`config.mk`:
```
export PLATFORM = sky130hd
export DESIGN_NAME = bus_cycle_controller
export DESIGN_NICKNAME = d
export VERILOG_FILES = /design/src/rtl/bus_cycle_controller.sv
export SDC_FILE = /design/constraint.sdc
export NUM_CORES = 1
export LEC_CHECK = 0
export ABC_AREA = 1
export CORE_MARGIN = 5
export CORE_UTILIZATION = 45
export CTS_CLUSTER_SIZE = 16
export DETAILED_ROUTE_END_ITERATION = 6
export PLACE_DENSITY = 0.82
export SETUP_SLACK_MARGIN = 0.3
export SLEW_MARGIN = 20
export SYNTH_ARGS = -nofsm -noshare
export SYNTH_HDL_FRONTEND = slang
export SYNTH_SLANG_ARGS = --single-unit
```
`constraint.sdc`:
```
create_clock -name clock -period 2.15 [get_ports clock]
set_input_delay 0.3225 -clock clock [delete_from_list [all_inputs] [get_ports clock]]
set_output_delay 0.3225 -clock clock [all_outputs]
set_load 0.005 [all_outputs]
```
`src/rtl/bus_cycle_controller.sv`:
```
// Bus cycle controller for the microprocessor system board.
// Shares the single external bus between the CPU core (port 0) and the DMA
// engine (port 1). A round-robin arbiter picks a winner in IDLE. The T1-T4
// sequencer then runs the bus cycle, inserting per-device wait states and
// stretching the cycle while the external ready line is low. The five
// active-low chip selects are decoded once, when the winner is granted, and
// are held in a register until the cycle completes.

module bus_cycle_controller #(
    parameter int unsigned EEPROM_WAIT = 2,
    parameter int unsigned SRAM_WAIT   = 0,
    parameter int unsigned IO_WAIT     = 1,
    parameter int unsigned TIMEOUT     = 15
) (
    input  logic        clock,
    input  logic        reset,

    input  logic        req0,
    input  logic [15:0] addr0,
    input  logic        mio0,
    input  logic        wr0,
    input  logic [7:0]  wdata0,

    input  logic        req1,
    input  logic [15:0] addr1,
    input  logic        mio1,
    input  logic        wr1,
    input  logic [7:0]  wdata1,

    output logic        ack0,
    output logic        ack1,
    output logic        err,
    output logic [7:0]  rdata,

    output logic [15:0] address,
    output logic        MIO,
    output logic        ALE,
    output logic        rd_n,
    output logic        wr_n,
    output logic [7:0]  dout,
    input  logic [7:0]  din,
    input  logic        ready,
    output logic [4:0]  cs,
    output logic        busy
);

    typedef enum logic [2:0] {
        IDLE = 3'd0,
        T1   = 3'd1,
        T2   = 3'd2,
        TW   = 3'd3,
        T3   = 3'd4,
        T4   = 3'd5
    } state_t;

    // Chip-select patterns (active low): bit0 PPI1, bit1 PPI2, bit2 PIT,
    // bit3 EEPROM, bit4 SRAM.
    localparam logic [4:0] CS_NONE   = 5'b11111;
    localparam logic [4:0] CS_PPI1   = 5'b11110;
    localparam logic [4:0] CS_PPI2   = 5'b11101;
    localparam logic [4:0] CS_PIT    = 5'b11011;
    localparam logic [4:0] CS_EEPROM = 5'b10111;
    localparam logic [4:0] CS_SRAM   = 5'b01111;

    localparam logic [3:0] WAIT_EEPROM  = 4'(EEPROM_WAIT);
    localparam logic [3:0] WAIT_SRAM    = 4'(SRAM_WAIT);
    localparam logic [3:0] WAIT_IO      = 4'(IO_WAIT);
    localparam logic [3:0] TIMEOUT_LAST = 4'(TIMEOUT - 1);

    // Address decode. I/O space only looks at a[3] and a[0]; memory space
    // only looks at a[11:10]. Anything else selects no device.
    function automatic logic [4:0] decode_cs(input logic is_mem,
                                             input logic [15:0] a);
        logic [4:0] sel;
        sel = CS_NONE;
        if (is_mem) begin
            case (a[11:10])
                2'b01:   sel = CS_EEPROM;
                2'b10:   sel = CS_SRAM;
                default: sel = CS_NONE;
            endcase
        end else begin
            case ({a[3], a[0]})
                2'b00:   sel = CS_PPI1;
                2'b01:   sel = CS_PPI2;
                2'b10:   sel = CS_PIT;
                default: sel = CS_NONE;
            endcase
        end
        return sel;
    endfunction

    // Wait states for the decoded device. Every I/O cycle, mapped or not,
    // gets the I/O wait count; unmapped memory runs without waits.
    function automatic logic [3:0] device_wait(input logic is_mem,
                                               input logic [4:0] sel);
        logic [3:0] w;
        w = 4'd0;
        if (!is_mem) begin
            w = WAIT_IO;
        end else if (sel == CS_EEPROM) begin
            w = WAIT_EEPROM;
        end else if (sel == CS_SRAM) begin
            w = WAIT_SRAM;
        end
        return w;
    endfunction

    state_t      state;
    state_t      state_next;

    logic        last_served;
    logic        grant_valid;
    logic        grant_port;
    logic        abort_next;

    logic [15:0] sel_addr;
    logic        sel_mio;
    logic        sel_wr;
    logic [7:0]  sel_wdata;

    logic        txn_port;
    logic        txn_wr;
    logic [7:0]  txn_wdata;

    logic [3:0]  wait_cnt;
    logic [3:0]  timeout_cnt;

    // The request fields of whichever port the arbiter is granting.
    assign sel_addr  = grant_port ? addr1  : addr0;
    assign sel_mio   = grant_port ? mio1   : mio0;
    assign sel_wr    = grant_port ? wr1    : wr0;
    assign sel_wdata = grant_port ? wdata1 : wdata0;

    assign busy = (state != IDLE);

    // State register for the bus cycle sequencer.
    always_ff @(posedge clock) begin
        if (reset) begin
            state <= IDLE;
        end else begin
            state <= state_next;
        end
    end

    // Next-state logic plus the arbitration decision. Port 1 wins only when
    // it is the sole requester or port 0 was the one served last time.
    // From TW the cycle aborts once ready has been low for the full timeout
    // with the device wait count already exhausted.
    always_comb begin
        state_next  = state;
        grant_valid = 1'b0;
        grant_port  = 1'b0;
        abort_next  = 1'b0;
        case (state)
            IDLE: begin
                if (req0 || req1) begin
                    grant_valid = 1'b1;
                    grant_port  = req1 && (!req0 || !last_served);
                    state_next  = T1;
                end
            end
            T1: begin
                state_next = T2;
            end
            T2: begin
                if ((wait_cnt == 4'd0) && ready) begin
                    state_next = T3;
                end else begin
                    state_next = TW;
                end
            end
            TW: begin
                if (wait_cnt == 4'd0) begin
                    if (ready) begin
                        state_next = T3;
                    end else if (timeout_cnt == TIMEOUT_LAST) begin
                        state_next = T4;
                        abort_next = 1'b1;
                    end
                end
            end
            T3: begin
                state_next = T4;
            end
            T4: begin
                state_next = IDLE;
            end
            default: begin
                state_next = IDLE;
            end
        endcase
    end

    // Capture the winning requester's direction and write data on the grant
    // so that later changes on its inputs cannot disturb the running cycle.
    always_ff @(posedge clock) begin
        if (reset) begin
            txn_port  <= 1'b0;
            txn_wr    <= 1'b0;
            txn_wdata <= 8'h00;
        end else if (grant_valid) begin
            txn_port  <= grant_port;
            txn_wr    <= sel_wr;
            txn_wdata <= sel_wdata;
        end
    end

    // Wait-state and ready-timeout counters. T1 loads the device wait count
    // from the already-registered cs/MIO. T2 and TW count it down. The
    // timeout counter only advances in TW once the device waits are spent
    // and ready is still low.
    always_ff @(posedge clock) begin
        if (reset) begin
            wait_cnt    <= 4'd0;
            timeout_cnt <= 4'd0;
        end else begin
            case (state)
                T1: begin
                    wait_cnt    <= device_wait(MIO, cs);
                    timeout_cnt <= 4'd0;
                end
                T2: begin
                    if (wait_cnt != 4'd0) begin
                        wait_cnt <= wait_cnt - 4'd1;
                    end
                end
                TW: begin
                    if (wait_cnt != 4'd0) begin
                        wait_cnt <= wait_cnt - 4'd1;
                    end else if (!ready) begin
                        timeout_cnt <= timeout_cnt + 4'd1;
                    end
                end
                default: begin
                end
            endcase
        end
    end

    // External bus drive. Address, MIO and chip select go out with ALE on
    // entry to T1. The strobe and write data start on entry to T2. Strobes,
    // cs and dout are released on entry to T4. Address and MIO keep their
    // last value while the bus is idle.
    always_ff @(posedge clock) begin
        if (reset) begin
            address <= 16'h0000;
            MIO     <= 1'b0;
            ALE     <= 1'b0;
            cs      <= CS_NONE;
            rd_n    <= 1'b1;
            wr_n    <= 1'b1;
            dout    <= 8'h00;
        end else begin
            case (state)
                IDLE: begin
                    if (grant_valid) begin
                        ALE     <= 1'b1;
                        address <= sel_addr;
                        MIO     <= sel_mio;
                        cs      <= decode_cs(sel_mio, sel_addr);
                    end
                end
                T1: begin
                    ALE <= 1'b0;
                    if (txn_wr) begin
                        wr_n <= 1'b0;
                        dout <= txn_wdata;
                    end else begin
                        rd_n <= 1'b0;
                    end
                end
                default: begin
                    if (state_next == T4) begin
                        rd_n <= 1'b1;
                        wr_n <= 1'b1;
                        cs   <= CS_NONE;
                        dout <= 8'h00;
                    end
                end
            endcase
        end
    end

    // Read data capture at the end of T3. Unmapped reads float the bus, so
    // they return all ones instead of whatever din happens to show.
    always_ff @(posedge clock) begin
        if (reset) begin
            rdata <= 8'h00;
        end else if ((state == T3) && !txn_wr) begin
            rdata <= (cs != CS_NONE) ? din : 8'hFF;
        end
    end

    // Completion pulses for the served port. err accompanies the ack only
    // when the cycle was aborted by the ready timeout. The served port is
    // recorded here for the round-robin decision.
    always_ff @(posedge clock) begin
        if (reset) begin
            ack0        <= 1'b0;
            ack1        <= 1'b0;
            err         <= 1'b0;
            last_served <= 1'b1;
        end else begin
            ack0 <= 1'b0;
            ack1 <= 1'b0;
            err  <= 1'b0;
            if (state_next == T4) begin
                ack0        <= !txn_port;
                ack1        <= txn_port;
                err         <= abort_next;
                last_served <= txn_port;
            end
        end
    end

endmodule

```
==> impl_metrics.tcl, run 1 <==
set metrics [dict create \
    clock-root-buffer "clkbuf_8" \
    switching_share_pct 38.4 \
    antenna_found_initial 0 \
    tightest_slew_ns 0.410 \
    finalHoldViolCount 0 \
    synth_top_area_share_pct 43.5 \
    relSlewSlack_pct 72.6 \
    antennaDiodeCount 0 \
    insertion_delay_ns 0.35 \
    final.period_utilization_pct 82.0 \
    grt_max_degree 24 \
    die_x_um 92.1 \
    hold_ws_ns 0.445 \
    clk_path_buf_depth 2 \
    power_frac_comb_pct 44.8 \
    mostFrequentLayoutCells "clkdlybuf4s50_1 (108), nand2_1 (94), dfxtp_1 (65), inv_1 (42), o211ai_1 (31)" \
    critical_path_class "register to register" \
    synthTopCellsByArea "dfxtp_1 (44%), nand2_1 (12%), o211ai_1 (7.7%)" \
    final_nets 586 \
    start_kind "register" \
    finalSetupViolCount 0 \
    htree_levels 3 \
    drive_above_1_share_pct 10.3 \
    power_density_nw_per_um2 1210 \
    fillers 579 \
    skew_ns 0.0141 \
    run_status "finished, final reports clean" \
    wl_per_cell_um 14.0 \
    yosysUniqueCellTypes 34 \
    cts_buffers 9 \
    crit_fanout 12 \
    hold_buffers 0 \
    period_minus_slack_ns 1.76 \
    cts_sinks 66 \
    clkPwrFrac_pct 21.3 \
    power.leakage_nw 1.94 \
    setup-tns-final_ns 0 \
    clk_pin_slew_ns 0.07 \
    chipHeight_um 92.1 \
    gp_congestion 0.826 \
    yosys.area.top_type "dfxtp_1" \
    drt_iter0_drc 105 \
    drc 0 \
    synth_nets 473 \
    required_ns 2.38 \
    arrival_ns 1.99 \
    grt.total_usage_pct 20.5 \
    initial_utilization_pct 45.4 \
    hp-class "register to register" \
    ant_nets 0 \
    postSynthCellCount 404 \
    vias 3113 \
    ys_warn_count 0 \
    grt_pass1_wl_um 14100 \
    power.internal_mw 3.30 \
    first_global_vias 3096 \
    cap_violations 0 \
    coreArea_um2 6680 \
    port_buffers 109 \
    pwr-share-seq_pct 33.9 \
    num_rows 30 \
    finalInstanceArea_um2 4440 \
    slew_violations 0 \
    setup.worst_path.end_class "register" \
    viasPerCell 5.17 \
    r2r_slack_ns 0.39 \
    die_area_um2 8490 \
    place_area_um2 4200 \
    dr.pass1.iters 4 \
    ios 110 \
    grt-ovfl-total 0 \
    fin_util_pct 66.4 \
    synth_seq_cells 66 \
    ys_seq_area_share_pct 43.5 \
    p_switching_mw 2.05 \
    avgSynthCellArea_um2 7.51 \
    fin_cells 602 \
    rsz0062_at_grt "true" \
    cts_tree "built" \
    ir_worst_vdd_mv 0.611 \
    dp_hpwl_um 6400 \
    final_common_cell "clkdlybuf4s50_1" \
    fmax_mhz 567 \
    wl_um 8440 \
    area_growth_pct 46.2 \
    synth_area_um2 3040 \
    dp.cells 584 \
]
-- routing by layer --
layer	routed length [µm]	global-route usage, %	vias up
met4	128	6.81	0
li1	-	-	1565
met5	0	0	-
met1	3390	22.0	1443
met2	4290	36.9	91
met3	627	7.88	14
-- cell usage after synthesis (all sizes together) --
| library cell | number |
|---|---|
| inv | 50 |
| clkinv | 1 |
| a211oi | 1 |
| xor2 | 3 |
| o21ai | 19 |
| nor2 | 26 |
| nand4 | 2 |
| or2 | 3 |
| clkbuf | 6 |
| dfxtp | 66 |
| buf | 11 |
| ha | 4 |
| nor3 | 14 |
| nand3 | 30 |
| a21boi | 1 |
| o211ai | 31 |
| and3 | 1 |
| o21a | 2 |
| a21oi | 30 |
| nand2 | 101 |
| a31oi | 2 |
-- cell type report --
type	count	area (µm²)	share of cell area (%)
multi-input cells	270	1440	32.4
well taps	80	100	2.25
flip-flops and latches	66	1330	29.8
inverters	51	194	4.37
repair buffers	119	1160	26.2
clock buffers	10	128	2.87
clock inverters	6	91.3	2.06
-- power groups by stage --
stage / clock [mW] / sequential (mW) / combinational (mW)
3_3_place_gp: 0 / 1.81 / 2.32
3_5_place_dp: 0 / 1.82 / 2.38
6_report: 1.14 / 1.81 / 2.40
2_1_floorplan: 0 / 1.80 / 1.48
4_1_cts: 1.16 / 1.81 / 2.40
5_1_grt: 1.21 / 1.86 / 2.71
-- registers in the layout, summed over array words and instances, names as in the netlist, 3 cells and up --
name         flops
address         16
cs               5
dout             8
rdata            8
state            3
timeout_cnt      4
txn_wdata        8
wait_cnt         4
-- path summary, 6_finish.rpt --
path                                     startpoint                    to  cells past startpoint
worst max-delay path            state[2]$_SDFF_PP0_  dout[5]$_SDFFE_PP0P_                     10
worst min-delay path               ALE$_SDFFE_PP0P_      ALE$_SDFFE_PP0P_                      2
worst max register to register  state[2]$_SDFF_PP0_  dout[5]$_SDFFE_PP0P_                     10
worst min register to register     ALE$_SDFFE_PP0P_      ALE$_SDFFE_PP0P_                      2
-- worst max-delay path, cell delays in order, from the launching register on --
cell,delay [ns]
dfxtp_1,0.46
nor2_2,0.11
inv_2,0.06
nor2_2,0.04
inv_2,0.20
nand2_2,0.10
nor2_4,0.17
nand3_4,0.15
buf_4,0.18
o211ai_1,0.09
a21oi_1,0.09
-- cells by family (layout without fill, tap and decap cells) --
family / Yosys count / after routing / share of synthesized area, %
DFF: 66 / 66 / 43.5
AOI/OAI and AO/OA: 86 / 86 / 17.5
buffers and inverters: 68 / 186 / 9.36
adders and majority gates: 4 / 4 / 1.65
and+or+nand+nor: 177 / 177 / 27.1
xor gates and xnor gates: 3 / 3 / 0.866
-- what timing repair did --
action | in CTS | in global routing
cloned | 0 | 0
pin swaps | 1 | 1
setup buffers | 1 | 1
endpoints found under the setup margin | 1 | 4
endpoints found under the hold margin | 0 | 0
resized for setup | 3 | 2
-- per-stage QoR --
step | worst slack [ns] | power [mW]
global placement | 0.165 | 4.13
floorplan | 0.668 | 3.29
finish | 0.387 | 5.36
CTS | 0.426 | 5.38
detailed placement | 0.120 | 4.20
global route | 0.287 | 5.77
No activity file was read; power rests on OpenSTA's default activity.
==> run 2: changes to the inputs <==
- CORE_UTILIZATION: 45 -> 40
- PLACE_DENSITY: 0.82 -> 0.77
- clock period: 2.15 -> 1.5 ns (I/O delays scaled with it)
==> run 2 against run 1 <==
The run now ends with negative setup slack left. First-iteration DRC count is 39% higher. Critical path depth is the same. Via count is 12% higher. Critical endpoint is now timeout_cnt[3]$_SDFFE_PP0P_.
==> impl_metrics.tcl, run 2 (synthesis results as in run 1) <==
set metrics [dict create \
    power_density_nw_per_um2 1900 \
    grt_max_degree 29 \
    cts_tree "built" \
    final.period_utilization_pct 107 \
    start_kind "register" \
    drt_iter0_drc 146 \
    critical_path_class "register to register" \
    grt-ovfl-total 0 \
    viasPerCell 5.11 \
    period_minus_slack_ns 1.61 \
    finalSetupViolCount 38 \
    rr_worst_depth 10 \
    reg2reg_from "wait_cnt[0]$_SDFFE_PP0P_" \
    cap_violations 0 \
    hold_start "rd_n$_SDFFE_PP1P_" \
    area_growth_pct 85.3 \
    grt_pass1_wl_um 17800 \
    htree_levels 3 \
    vias 3492 \
    clk_pin_slew_ns 0.08 \
    finalHoldViolCount 0 \
    gp_congestion 0.877 \
    hp-class "register to register" \
    critPathLaunch "wait_cnt[0]$_SDFFE_PP0P_" \
    die_x_um 97.1 \
    power.leakage_nw 2.54 \
    cp_num_cells 10 \
    dr.pass1.iters 4 \
    fillers 480 \
    clk_path_buf_depth 2 \
    antenna_found_initial 0 \
    grt.total_usage_pct 22.6 \
    port_buffers 109 \
    cts_sinks 66 \
    path_buf_inv 2 \
    crit_fanout 4 \
    slew_violations 0 \
    seqCellArea_um2 1350 \
    chipHeight_um 97.1 \
    run_status "finished, violations left" \
    violations "negative setup slack" \
    clock-root-buffer "clkbuf_8" \
    insertion_delay_ns 0.34 \
    first_global_vias 3674 \
    wl_um 11100 \
    largest_register "address" \
    dp.cells 629 \
    ir_worst_vdd_mv 1.14 \
    final_nets 648 \
    path_common_cell "nand2_4" \
    ant_nets 0 \
    skew_ns 0.00749 \
    drive_above_1_share_pct 36.8 \
    r2r_slack_ns -0.11 \
    die_area_um2 9430 \
    cp-endpoint "timeout_cnt[3]$_SDFFE_PP0P_" \
    final_common_cell "nand2_1" \
    coreArea_um2 7330 \
    rr_endpoint "timeout_cnt[3]$_SDFFE_PP0P_" \
    crit_family "simple AND/OR/NAND/NOR gates" \
    fmax_mhz 623 \
    largest_reg_flops 16 \
    relSlewSlack_pct 69.5 \
    finalWorstSetupSlack_ns -0.105 \
    slowest_delay_ns 0.34 \
    rsz0062_at_grt "true" \
    num_rows 31 \
    arrival_ns 1.88 \
    setup.worst_path.end_class "register" \
    required_ns 1.77 \
    cts_buffers 9 \
    p_total_mw 10.7 \
    cp_cell_sequence "inv_2, ha_4, nand2_4, buf_4, o21ai_4, nand2_4, nor2_4, nand3_2, xor2_1, nor2_1" \
    ios 110 \
    fin_cells 683 \
    antennaDiodeCount 0 \
    multi_input_area_um2 1900 \
    mostFrequentLayoutCells "nand2_1 (82), clkdlybuf4s50_1 (65), dfxtp_1 (50), buf_4 (40), dlygate4sd2_1 (34)" \
    initial_utilization_pct 41.4 \
    dp_hpwl_um 6630 \
    wl_per_cell_um 16.2 \
    drc 0 \
    tightest_slew_ns 0.456 \
    crit_path_top_delay_cell "dfxtp_2" \
]
-- run 2: changes by cell type in the layout (fill, tap and decap cells not counted), sizes merged --
cell           previous run  this run
clkdlybuf4s50           108        65
buf                      10        72
clkdlybuf4s15             0         9
bufinv                    2         1
dlygate4sd2               1        34
clkinvlp                  3         2
clkinv                    2         4
nand3                    30        31
-- run 2: worst min path at each step --
stage                                       end  slack [ns]  cells after the start
after floorplan           rdata[0]$_SDFFE_PP0P_        0.40                      2
after detailed placement      rd_n$_SDFFE_PP1P_        0.44                      2
after global placement        rd_n$_SDFFE_PP1P_        0.44                      2
after global routing          rd_n$_SDFFE_PP1P_        0.47                      2
final                         rd_n$_SDFFE_PP1P_        0.45                      2
after CTS                     rd_n$_SDFFE_PP1P_        0.45                      2
-- run 2: layer usage --
layer | track usage (%) | wire, µm | vias up
met5 | 0 | 0 | -
met3 | 7.11 | 804 | 21
li1 | - | - | 1694
met2 | 41.5 | 5800 | 148
met1 | 25.1 | 4340 | 1629
met4 | 5.94 | 158 | 0
-- run 2: what timing repair did --
item	in CTS	in global routing
resized for setup	163	38
pin swaps	41	20
endpoints found under the setup margin	108	74
cloned	5	0
hold buffers	0	0
setup buffers	20	13
-- run 2: final cells by class --
cell class              count  area share, %
multi-input cells         271           33.8
clock inverters             6           1.13
well taps                  99           2.20
clock buffers              10           2.65
repair buffers            180           32.4
flip-flops and latches     66           23.9
inverters                  51           3.89
-- run 2: worst register-to-register path, stage by stage (launching register included) --
cell and delay [ns]:
dfxtp_2 0.34, inv_2 0.08, ha_4 0.18, nand2_4 0.08, buf_4 0.16, o21ai_4 0.19
nand2_4 0.08, nor2_4 0.10, nand3_2 0.09, xor2_1 0.14, nor2_1 0.09
-- run 2: power by group --
group / switching, mW / total [mW] / internal [mW]
combinational: 3.23 / 6.47 / 3.24
sequential: 0.344 / 2.63 / 2.29
clock: 0.736 / 1.60 / 0.866
total: 4.31 / 10.7 / 6.39
-- run 2: stage by stage --
step	hold slack, ns	setup slack, ns	util, %	instance area [µm²]	TNS [ns]
final	0.446	-0.105	76.7	5620	-1.41
after global routing	0.465	-0.165	76.7	5620	-5.21
after CTS	0.447	-0.0298	73.5	5390	-0.183
after detailed placement	0.437	-0.379	62.2	4560	-10.85
after global placement	0.436	-0.327	62.2	4560	-9.64
after floorplan	0.405	0.0533	-	3160	0
